### src/rtl/keypad_pkg.sv
// Shared definitions for the keypad event encoder.
//   - Event type codes carried in o_Event_Data[3:2]
//   - Event/key widths and key count
//   - Typematic repeat FSM state enum
package keypad_pkg;

  localparam int unsigned EVT_W    = 4;
  localparam int unsigned KEY_W    = 2;
  localparam int unsigned NUM_KEYS = 4;

  localparam logic [1:0] EVT_RELEASE = 2'b00;
  localparam logic [1:0] EVT_PRESS   = 2'b01;
  localparam logic [1:0] EVT_REPEAT  = 2'b10;

  typedef enum logic [1:0] {
    REP_IDLE,
    REP_DELAY,
    REP_REPEAT
  } rep_state_e;

endpackage

### src/rtl/keypad_sync_fifo.sv
// Small synchronous show-ahead FIFO for key events.
//   clk, rst_n : clock, asynchronous active-low reset
//   push       : write push_data (ignored when full unless popping)
//   pop        : remove head entry (ignored when empty)
//   pop_data   : head entry, forced to zero while empty
//   full/empty : occupancy flags
//   count      : number of stored entries
// A push into an empty FIFO becomes visible on the following cycle.
module keypad_sync_fifo #(
  parameter int unsigned WIDTH = 4,
  parameter int unsigned DEPTH = 4
) (
  input  logic                     clk,
  input  logic                     rst_n,
  input  logic                     push,
  input  logic [WIDTH-1:0]         push_data,
  input  logic                     pop,
  output logic [WIDTH-1:0]         pop_data,
  output logic                     full,
  output logic                     empty,
  output logic [$clog2(DEPTH):0]   count
);

  localparam int unsigned AW = $clog2(DEPTH);

  logic [WIDTH-1:0] mem_q [DEPTH];
  logic [AW-1:0]    wr_ptr_q, wr_ptr_d;
  logic [AW-1:0]    rd_ptr_q, rd_ptr_d;
  logic [AW:0]      count_q, count_d;
  logic             do_push, do_pop;

  assign empty    = (count_q == '0);
  assign full     = (count_q == (AW+1)'(DEPTH));
  assign count    = count_q;
  assign pop_data = empty ? '0 : mem_q[rd_ptr_q];

  always_comb begin
    do_pop   = pop & ~empty;
    do_push  = push & (~full | do_pop);
    wr_ptr_d = wr_ptr_q + AW'(do_push);
    rd_ptr_d = rd_ptr_q + AW'(do_pop);
    count_d  = count_q;
    if (do_push && !do_pop) count_d = count_q + 1'b1;
    if (!do_push && do_pop) count_d = count_q - 1'b1;
  end

  always_ff @(posedge clk or negedge rst_n) begin
    if (!rst_n) begin
      wr_ptr_q <= '0;
      rd_ptr_q <= '0;
      count_q  <= '0;
    end else begin
      wr_ptr_q <= wr_ptr_d;
      rd_ptr_q <= rd_ptr_d;
      count_q  <= count_d;
    end
  end

  // Storage needs no reset: pop_data is masked while empty.
  always_ff @(posedge clk) begin
    if (do_push) mem_q[wr_ptr_q] <= push_data;
  end

endmodule

### src/rtl/keypad_event_encoder.sv
// Converts debounced key levels into press / release / typematic repeat
// events, queued in a small FIFO behind a valid/ready interface.
//   i_Clk, i_Rst_n : clock, asynchronous active-low reset
//   i_Switch       : debounced key levels, 1 = pressed
//   o_Event_Valid  : FIFO head holds an event
//   i_Event_Ready  : consumer accepts head event
//   o_Event_Data   : [3:2] type, [1:0] key index
//   o_Held         : registered copy of i_Switch
//   o_Overflow     : sticky, a repeat event was dropped
//   i_Ovf_Clr      : synchronous clear of o_Overflow (set wins)
module keypad_event_encoder
  import keypad_pkg::*;
#(
  parameter int unsigned REPEAT_DELAY = 25000000,
  parameter int unsigned REPEAT_RATE  = 2500000,
  parameter int unsigned FIFO_DEPTH   = 4
) (
  input  logic       i_Clk,
  input  logic       i_Rst_n,
  input  logic [3:0] i_Switch,
  output logic       o_Event_Valid,
  input  logic       i_Event_Ready,
  output logic [3:0] o_Event_Data,
  output logic [3:0] o_Held,
  output logic       o_Overflow,
  input  logic       i_Ovf_Clr
);

  localparam int unsigned CNT_N = (REPEAT_DELAY > REPEAT_RATE) ? REPEAT_DELAY : REPEAT_RATE;
  localparam int unsigned CNT_W = ($clog2(CNT_N) < 1) ? 1 : $clog2(CNT_N);
  localparam logic [CNT_W-1:0] DELAY_LAST = CNT_W'(REPEAT_DELAY - 1);
  localparam logic [CNT_W-1:0] RATE_LAST  = CNT_W'(REPEAT_RATE - 1);

  logic [NUM_KEYS-1:0] held_q;
  logic [NUM_KEYS-1:0] press_pend_q, press_pend_d;
  logic [NUM_KEYS-1:0] rel_pend_q, rel_pend_d;
  logic                rep_pend_q, rep_pend_d;
  rep_state_e          state_q, state_d;
  logic [KEY_W-1:0]    rep_key_q, rep_key_d;
  logic [CNT_W-1:0]    cnt_q, cnt_d, cnt_inc;
  logic                ovf_q, ovf_d;

  logic [NUM_KEYS-1:0] rise, fall;
  logic                push, rep_taken, tick, ovf_set, ev_pop, can_push;
  logic [EVT_W-1:0]    push_data;
  logic [KEY_W-1:0]    new_key;
  logic                fifo_full, fifo_empty;
  logic [$clog2(FIFO_DEPTH):0] fifo_count;

  assign ev_pop        = i_Event_Ready && (fifo_count != '0);
  assign can_push      = ~fifo_full | ev_pop;
  assign o_Event_Valid = ~fifo_empty;
  assign o_Held        = held_q;
  assign o_Overflow    = ovf_q;

  // Edge detect and enqueue arbiter. The arbiter consumes the current
  // pend bits first; new edges are then merged, so an edge opposite to an
  // event written this same cycle is kept rather than cancelled.
  always_comb begin
    rise         = i_Switch & ~held_q;
    fall         = held_q & ~i_Switch;
    push         = 1'b0;
    push_data    = '0;
    rep_taken    = 1'b0;
    press_pend_d = press_pend_q;
    rel_pend_d   = rel_pend_q;
    if (can_push) begin
      for (int unsigned k = 0; k < NUM_KEYS; k++) begin
        if (!push && rel_pend_q[k]) begin
          push          = 1'b1;
          push_data     = {EVT_RELEASE, KEY_W'(k)};
          rel_pend_d[k] = 1'b0;
        end
      end
      for (int unsigned k = 0; k < NUM_KEYS; k++) begin
        if (!push && press_pend_q[k]) begin
          push            = 1'b1;
          push_data       = {EVT_PRESS, KEY_W'(k)};
          press_pend_d[k] = 1'b0;
        end
      end
      if (!push && rep_pend_q) begin
        push      = 1'b1;
        push_data = {EVT_REPEAT, rep_key_q};
        rep_taken = 1'b1;
      end
    end
    for (int unsigned k = 0; k < NUM_KEYS; k++) begin
      if (rise[k]) begin
        if (rel_pend_d[k]) rel_pend_d[k]   = 1'b0;
        else               press_pend_d[k] = 1'b1;
      end
      if (fall[k]) begin
        if (press_pend_d[k]) press_pend_d[k] = 1'b0;
        else                 rel_pend_d[k]   = 1'b1;
      end
    end
  end

  // Repeat FSM. A new press overrides everything, including a release of
  // the old repeat key and any tick due this cycle.
  always_comb begin
    state_d    = state_q;
    cnt_d      = cnt_q;
    rep_key_d  = rep_key_q;
    tick       = 1'b0;
    ovf_set    = 1'b0;
    new_key    = '0;
    rep_pend_d = rep_pend_q & ~rep_taken;
    cnt_inc    = (&cnt_q) ? cnt_q : cnt_q + 1'b1;
    case (state_q)
      REP_DELAY: begin
        if (cnt_q == DELAY_LAST) begin
          tick    = 1'b1;
          cnt_d   = '0;
          state_d = REP_REPEAT;
        end else begin
          cnt_d = cnt_inc;
        end
      end
      REP_REPEAT: begin
        if (cnt_q == RATE_LAST) begin
          tick  = 1'b1;
          cnt_d = '0;
        end else begin
          cnt_d = cnt_inc;
        end
      end
      default: ;
    endcase
    if (state_q != REP_IDLE && fall[rep_key_q]) begin
      state_d    = REP_IDLE;
      cnt_d      = '0;
      tick       = 1'b0;
      rep_pend_d = 1'b0;
    end
    for (int unsigned k = 0; k < NUM_KEYS; k++) begin
      if (rise[k]) new_key = KEY_W'(k);
    end
    if (|rise) begin
      state_d   = REP_DELAY;
      cnt_d     = '0;
      rep_key_d = new_key;
      tick      = 1'b0;
    end
    if (tick) begin
      if (rep_pend_d) ovf_set    = 1'b1;
      else            rep_pend_d = 1'b1;
    end
    ovf_d = ovf_set | (ovf_q & ~i_Ovf_Clr);
  end

  always_ff @(posedge i_Clk or negedge i_Rst_n) begin
    if (!i_Rst_n) begin
      held_q       <= '0;
      press_pend_q <= '0;
      rel_pend_q   <= '0;
      rep_pend_q   <= 1'b0;
      state_q      <= REP_IDLE;
      rep_key_q    <= '0;
      cnt_q        <= '0;
      ovf_q        <= 1'b0;
    end else begin
      held_q       <= i_Switch;
      press_pend_q <= press_pend_d;
      rel_pend_q   <= rel_pend_d;
      rep_pend_q   <= rep_pend_d;
      state_q      <= state_d;
      rep_key_q    <= rep_key_d;
      cnt_q        <= cnt_d;
      ovf_q        <= ovf_d;
    end
  end

  keypad_sync_fifo #(
    .WIDTH(EVT_W),
    .DEPTH(FIFO_DEPTH)
  ) u_fifo (
    .clk      (i_Clk),
    .rst_n    (i_Rst_n),
    .push     (push),
    .push_data(push_data),
    .pop      (ev_pop),
    .pop_data (o_Event_Data),
    .full     (fifo_full),
    .empty    (fifo_empty),
    .count    (fifo_count)
  );

endmodule

### config.mk
export PLATFORM = sky130hd
export DESIGN_NAME = keypad_event_encoder
export DESIGN_NICKNAME = d
export VERILOG_FILES = /design/src/rtl/keypad_pkg.sv /design/src/rtl/keypad_sync_fifo.sv /design/src/rtl/keypad_event_encoder.sv
export SDC_FILE = /design/constraint.sdc
export NUM_CORES = 1
export LEC_CHECK = 0
export ABC_AREA = 1
export CAP_MARGIN = 0
export CORE_MARGIN = 2
export CORE_UTILIZATION = 50
export DETAILED_ROUTE_END_ITERATION = 16
export HOLD_SLACK_MARGIN = 0.03
export PLACE_DENSITY = 0.66
export SYNTH_ARGS = -nofsm -noshare
export SYNTH_HDL_FRONTEND = slang
export SYNTH_SLANG_ARGS = --single-unit
### constraint.sdc
create_clock -name i_Clk -period 2.9 [get_ports i_Clk]
set_input_delay 0.58 -clock i_Clk [delete_from_list [all_inputs] [get_ports i_Clk]]
set_output_delay 0.58 -clock i_Clk [all_outputs]
set_load 0.03 [all_outputs]
==> run_results.csv, run 1 <==
group,metric,value,unit
route,firstDrtPassIters,4,
clocking,cts_buffer_depth,2,
run_status,status,"finished, final reports clean",
final_layout,mostFrequentLayoutCells,"nand2_1, nor2_1, inv_1",
grt,met3_usage,0.0483,
sta,rsz0062_at_grt,"false",
pwr,cellLeakagePower,2.05,nW
flow_run,drv_cap,0,
worst_setup_path,end_kind,"output pin",
worst_setup_path,crit_buf_inv,2,
clocking,clock_latency,0.34,ns
die,row_count,32,
grt,use_met1,0.286,
sta,slew_viol_final,0,
grt,grt_max_degree,21,
final_layout,area_delta_synth_final,11.7,%
logic_synthesis,synthCells,545,
route,totalWireLength,9.22,mm
sta,tightest_slew,0.663,ns
final_layout,final_nets,586,
clocking,cts_hold_buffers,0,
die,die_x,93.6,um
place,port_buffers,17,
grt,grt_pass1_vias,3536,
clocking,cts_buffers,9,
worst_setup_path,worstPathCellList,"inv_1 > o21ai_0 > a21oi_1 > clkdlybuf4s50_1",
route,drcViolationCount,0,
final_layout,antenna_cells,0,
logic_synthesis,synth_async_sr_flop_share,0.758,
worst_hold_path,hold_class,"in2async",
clocking,clk_pin_slew,0.08,ns
final_layout,fill_cells,752,
worst_setup_path,cpLargestDelayFamily,"buffers and inverters",
pwr,p_clk_frac,0.256,
sta,period_share,0.889,
worst_setup_path,cpPeakStageDelay,0.68,ns
pwr,combPwrFrac,0.308,
pwr,p_switching,1.07,mW
route,antenna_left,0,
worst_setup_path,worst-path-max-fanout,10,
worst_setup_path,cp.arrival,2.00,ns
clocking,clockRootBuffer,"clkbuf_8",
worst_setup_path,cp.depth,4,
logic_synthesis,netlist_area,0.00402,mm2
die,start_util,0.517,
worst_setup_path,crit_type,"reg2out",
worst_setup_path,r2r_cells,13,
route,via_per_inst,5.11,
grt,grt.busiest_layer,"met2",
clocking,cts_sinks,66,
pwr,swShare,0.358,
place,dp_hpwl,7.16,mm
grt,antenna_found_initial,0,
grt,grt.total_usage,0.233,
sta,slew_headroom,0.555,
final_layout,final_common_cell,"nand2_1",
clocking,htreeDepth,3,
logic_synthesis,yosys_warnings,0,
final_layout,finalInstanceArea,0.00449,mm2
logic_synthesis,yosys_register_bits,66,
grt,grt_pass1_wl,16.0,mm
clocking,post_cts_resized,0,
sta,skew,0.00983,ns
logic_synthesis,synth_ff_type,"dfrtp_1",
sta,fin_tns_setup,0,ns
logic_synthesis,yosysSeqAreaShare,0.431,
pwr,ir_worst_vdd,0.265,mV
place,gp_congestion,0.947,
die,die_h,93.6,um
logic_synthesis,ys_types,34,
grt,overflow,0,
route,drt-initial-drc-count,149,
logic_synthesis,synth-edff-count,16,
logic_synthesis,avgSynthCellArea,7.37,um2
pwr,pwr_density_cell,664,mW/mm2
sta,clock.fmax,388,MHz
clocking,tritoncts,"done",
pwr,p_int,1.91,mW
worst_setup_path,cp-start-kind,"flip-flop",
die,die_area,0.00877,mm2
sta,setup_viol_count_final,0,
clocking,cts_setup_buffers,0,
grt,use_met2,0.399,
pwr,seq_power_share,0.437,
route,dr_total_vias,3460,
final_layout,drive_above_1_share,0.103,
die,core-area,0.00777,mm2
route,wl_per_cell,13.6,um
sta,min_period,2.58,ns
logic_synthesis,synth_nets,561,
sta,hold_violations,0,
place,placed_area,0.00429,mm2
worst_setup_path,critPathRequiredTime,2.32,ns
worst_setup_path,crit_slowest_cell,"clkdlybuf4s50_1",
die,ioPinCount,18,
cell type report:
class                      count  area, um2  share of cell area
timing repair buffer          22        203              0.0452
multi-input combinational    388       1920               0.428
clock buffer                   9        124              0.0276
clock inverter                 7       70.1              0.0156
inverter                      83        312              0.0695
tap                          102        128              0.0285
sequential                    66       1730               0.386
sequential cells by signal, summed over array words and instances, names as in the netlist:
name and cells:
cnt_q 25, o_Held 4, o_Overflow 1, press_pend_q 4, rel_pend_q 4, rep_key_q 2
rep_pend_q 1, state_q 2, u_fifo.count 3, u_fifo.mem_q 16, u_fifo.rd_ptr_q 2, u_fifo.wr_ptr_q 2
metal layers:
| layer | share of wire | vias up | routed length [um] |
|---|---|---|---|
| met5 | 0 | - | 0 |
| met4 | 0.030 | 0 | 278 |
| met3 | 0.029 | 23 | 270 |
| met2 | 0.49 | 57 | 4500 |
| met1 | 0.45 | 1595 | 4170 |
| li1 | - | 1785 | - |
worst paths after layout:
check / from / to / slack [ns]
max: u_fifo.rd_ptr_q[0]$_DFF_PN0_ / o_Event_Data[3] / 0.32
min: i_Rst_n / o_Held[0]$_DFF_PN0_ / 0.10
max reg2reg: rel_pend_q[0]$_DFF_PN0_ / u_fifo.count[2]$_DFFE_PN0P_ / 0.43
min reg2reg: o_Overflow$_DFF_PN0_ / o_Overflow$_DFF_PN0_ / 0.51
max in group asynchronous: i_Rst_n / cnt_q[18]$_DFFE_PN0P_ / 2.24
min in group i_Clk: o_Overflow$_DFF_PN0_ / o_Overflow$_DFF_PN0_ / 0.51
synthesized netlist by cell type (all sizes together), types with 2 or more instances:
cell type | instances | area, um2
clkbuf | 2 | 7.51
nand4 | 17 | 106
dfrtp | 50 | 1250
edfxtp | 16 | 480
or2 | 2 | 12.5
nand3 | 50 | 305
nand2 | 133 | 514
ha | 7 | 87.6
clkinv | 5 | 18.8
xor2 | 7 | 61.3
o31ai | 2 | 15.0
a21oi | 19 | 95.1
buf | 6 | 47.5
inv | 78 | 293
nor3 | 11 | 55.1
nor2 | 110 | 482
o21ai | 24 | 124
cell families after synthesis:
group | count (synthesis) | synth area share
simple gates | 323 | 0.367
buf+inv | 91 | 0.0913
flops | 66 | 0.431
compound gates | 49 | 0.0660
xor+xnor | 8 | 0.0174
fa+ha+maj | 8 | 0.0268
power groups by stage:
stage                     clock, mW  sequential, mW  combinational, mW
after floorplan                   0            1.28              0.651
after global placement            0            1.31              0.892
after detailed placement          0            1.32              0.925
after CTS                     0.781            1.30              0.928
after global routing          0.830            1.32               1.03
final                         0.762            1.30              0.917
through the flow:
| stage | power [mW] | std cells | setup slack, ns | hold slack, ns | utilization |
|---|---|---|---|---|---|
| after floorplan | 1.93 | 545 | 0.530 | 0.284 | - |
| after global placement | 2.20 | 661 | 0.411 | 0.478 | 0.553 |
| after detailed placement | 2.24 | 661 | 0.318 | 0.476 | 0.553 |
| after CTS | 3.01 | 677 | 0.293 | 0.0993 | 0.577 |
| after global routing | 3.18 | 677 | 0.201 | 0.103 | 0.577 |
| final | 2.98 | 677 | 0.322 | 0.101 | 0.577 |
No activity file was read; power rests on OpenSTA's default activity.
==> inputs of run 2 (changes only) <==
--- a/config.mk
+++ b/config.mk
@@ -12,6 +12,7 @@
 export DETAILED_ROUTE_END_ITERATION = 16
 export HOLD_SLACK_MARGIN = 0.03
 export PLACE_DENSITY = 0.66
+export SLEW_MARGIN = 20
 export SYNTH_ARGS = -nofsm -noshare
 export SYNTH_HDL_FRONTEND = slang
 export SYNTH_SLANG_ARGS = --single-unit
==> results of run 2 <==
The final DEF is identical to that of run 1; final timing and power are the same.
==> inputs of run 3 (changes only) <==
--- a/config.mk
+++ b/config.mk
@@ -16,3 +16,4 @@
 export SYNTH_ARGS = -nofsm -noshare
 export SYNTH_HDL_FRONTEND = slang
 export SYNTH_SLANG_ARGS = --single-unit
+export TNS_END_PERCENT = 10
==> results of run 3 <==
The final DEF is identical to that of run 1; final timing and power are the same.
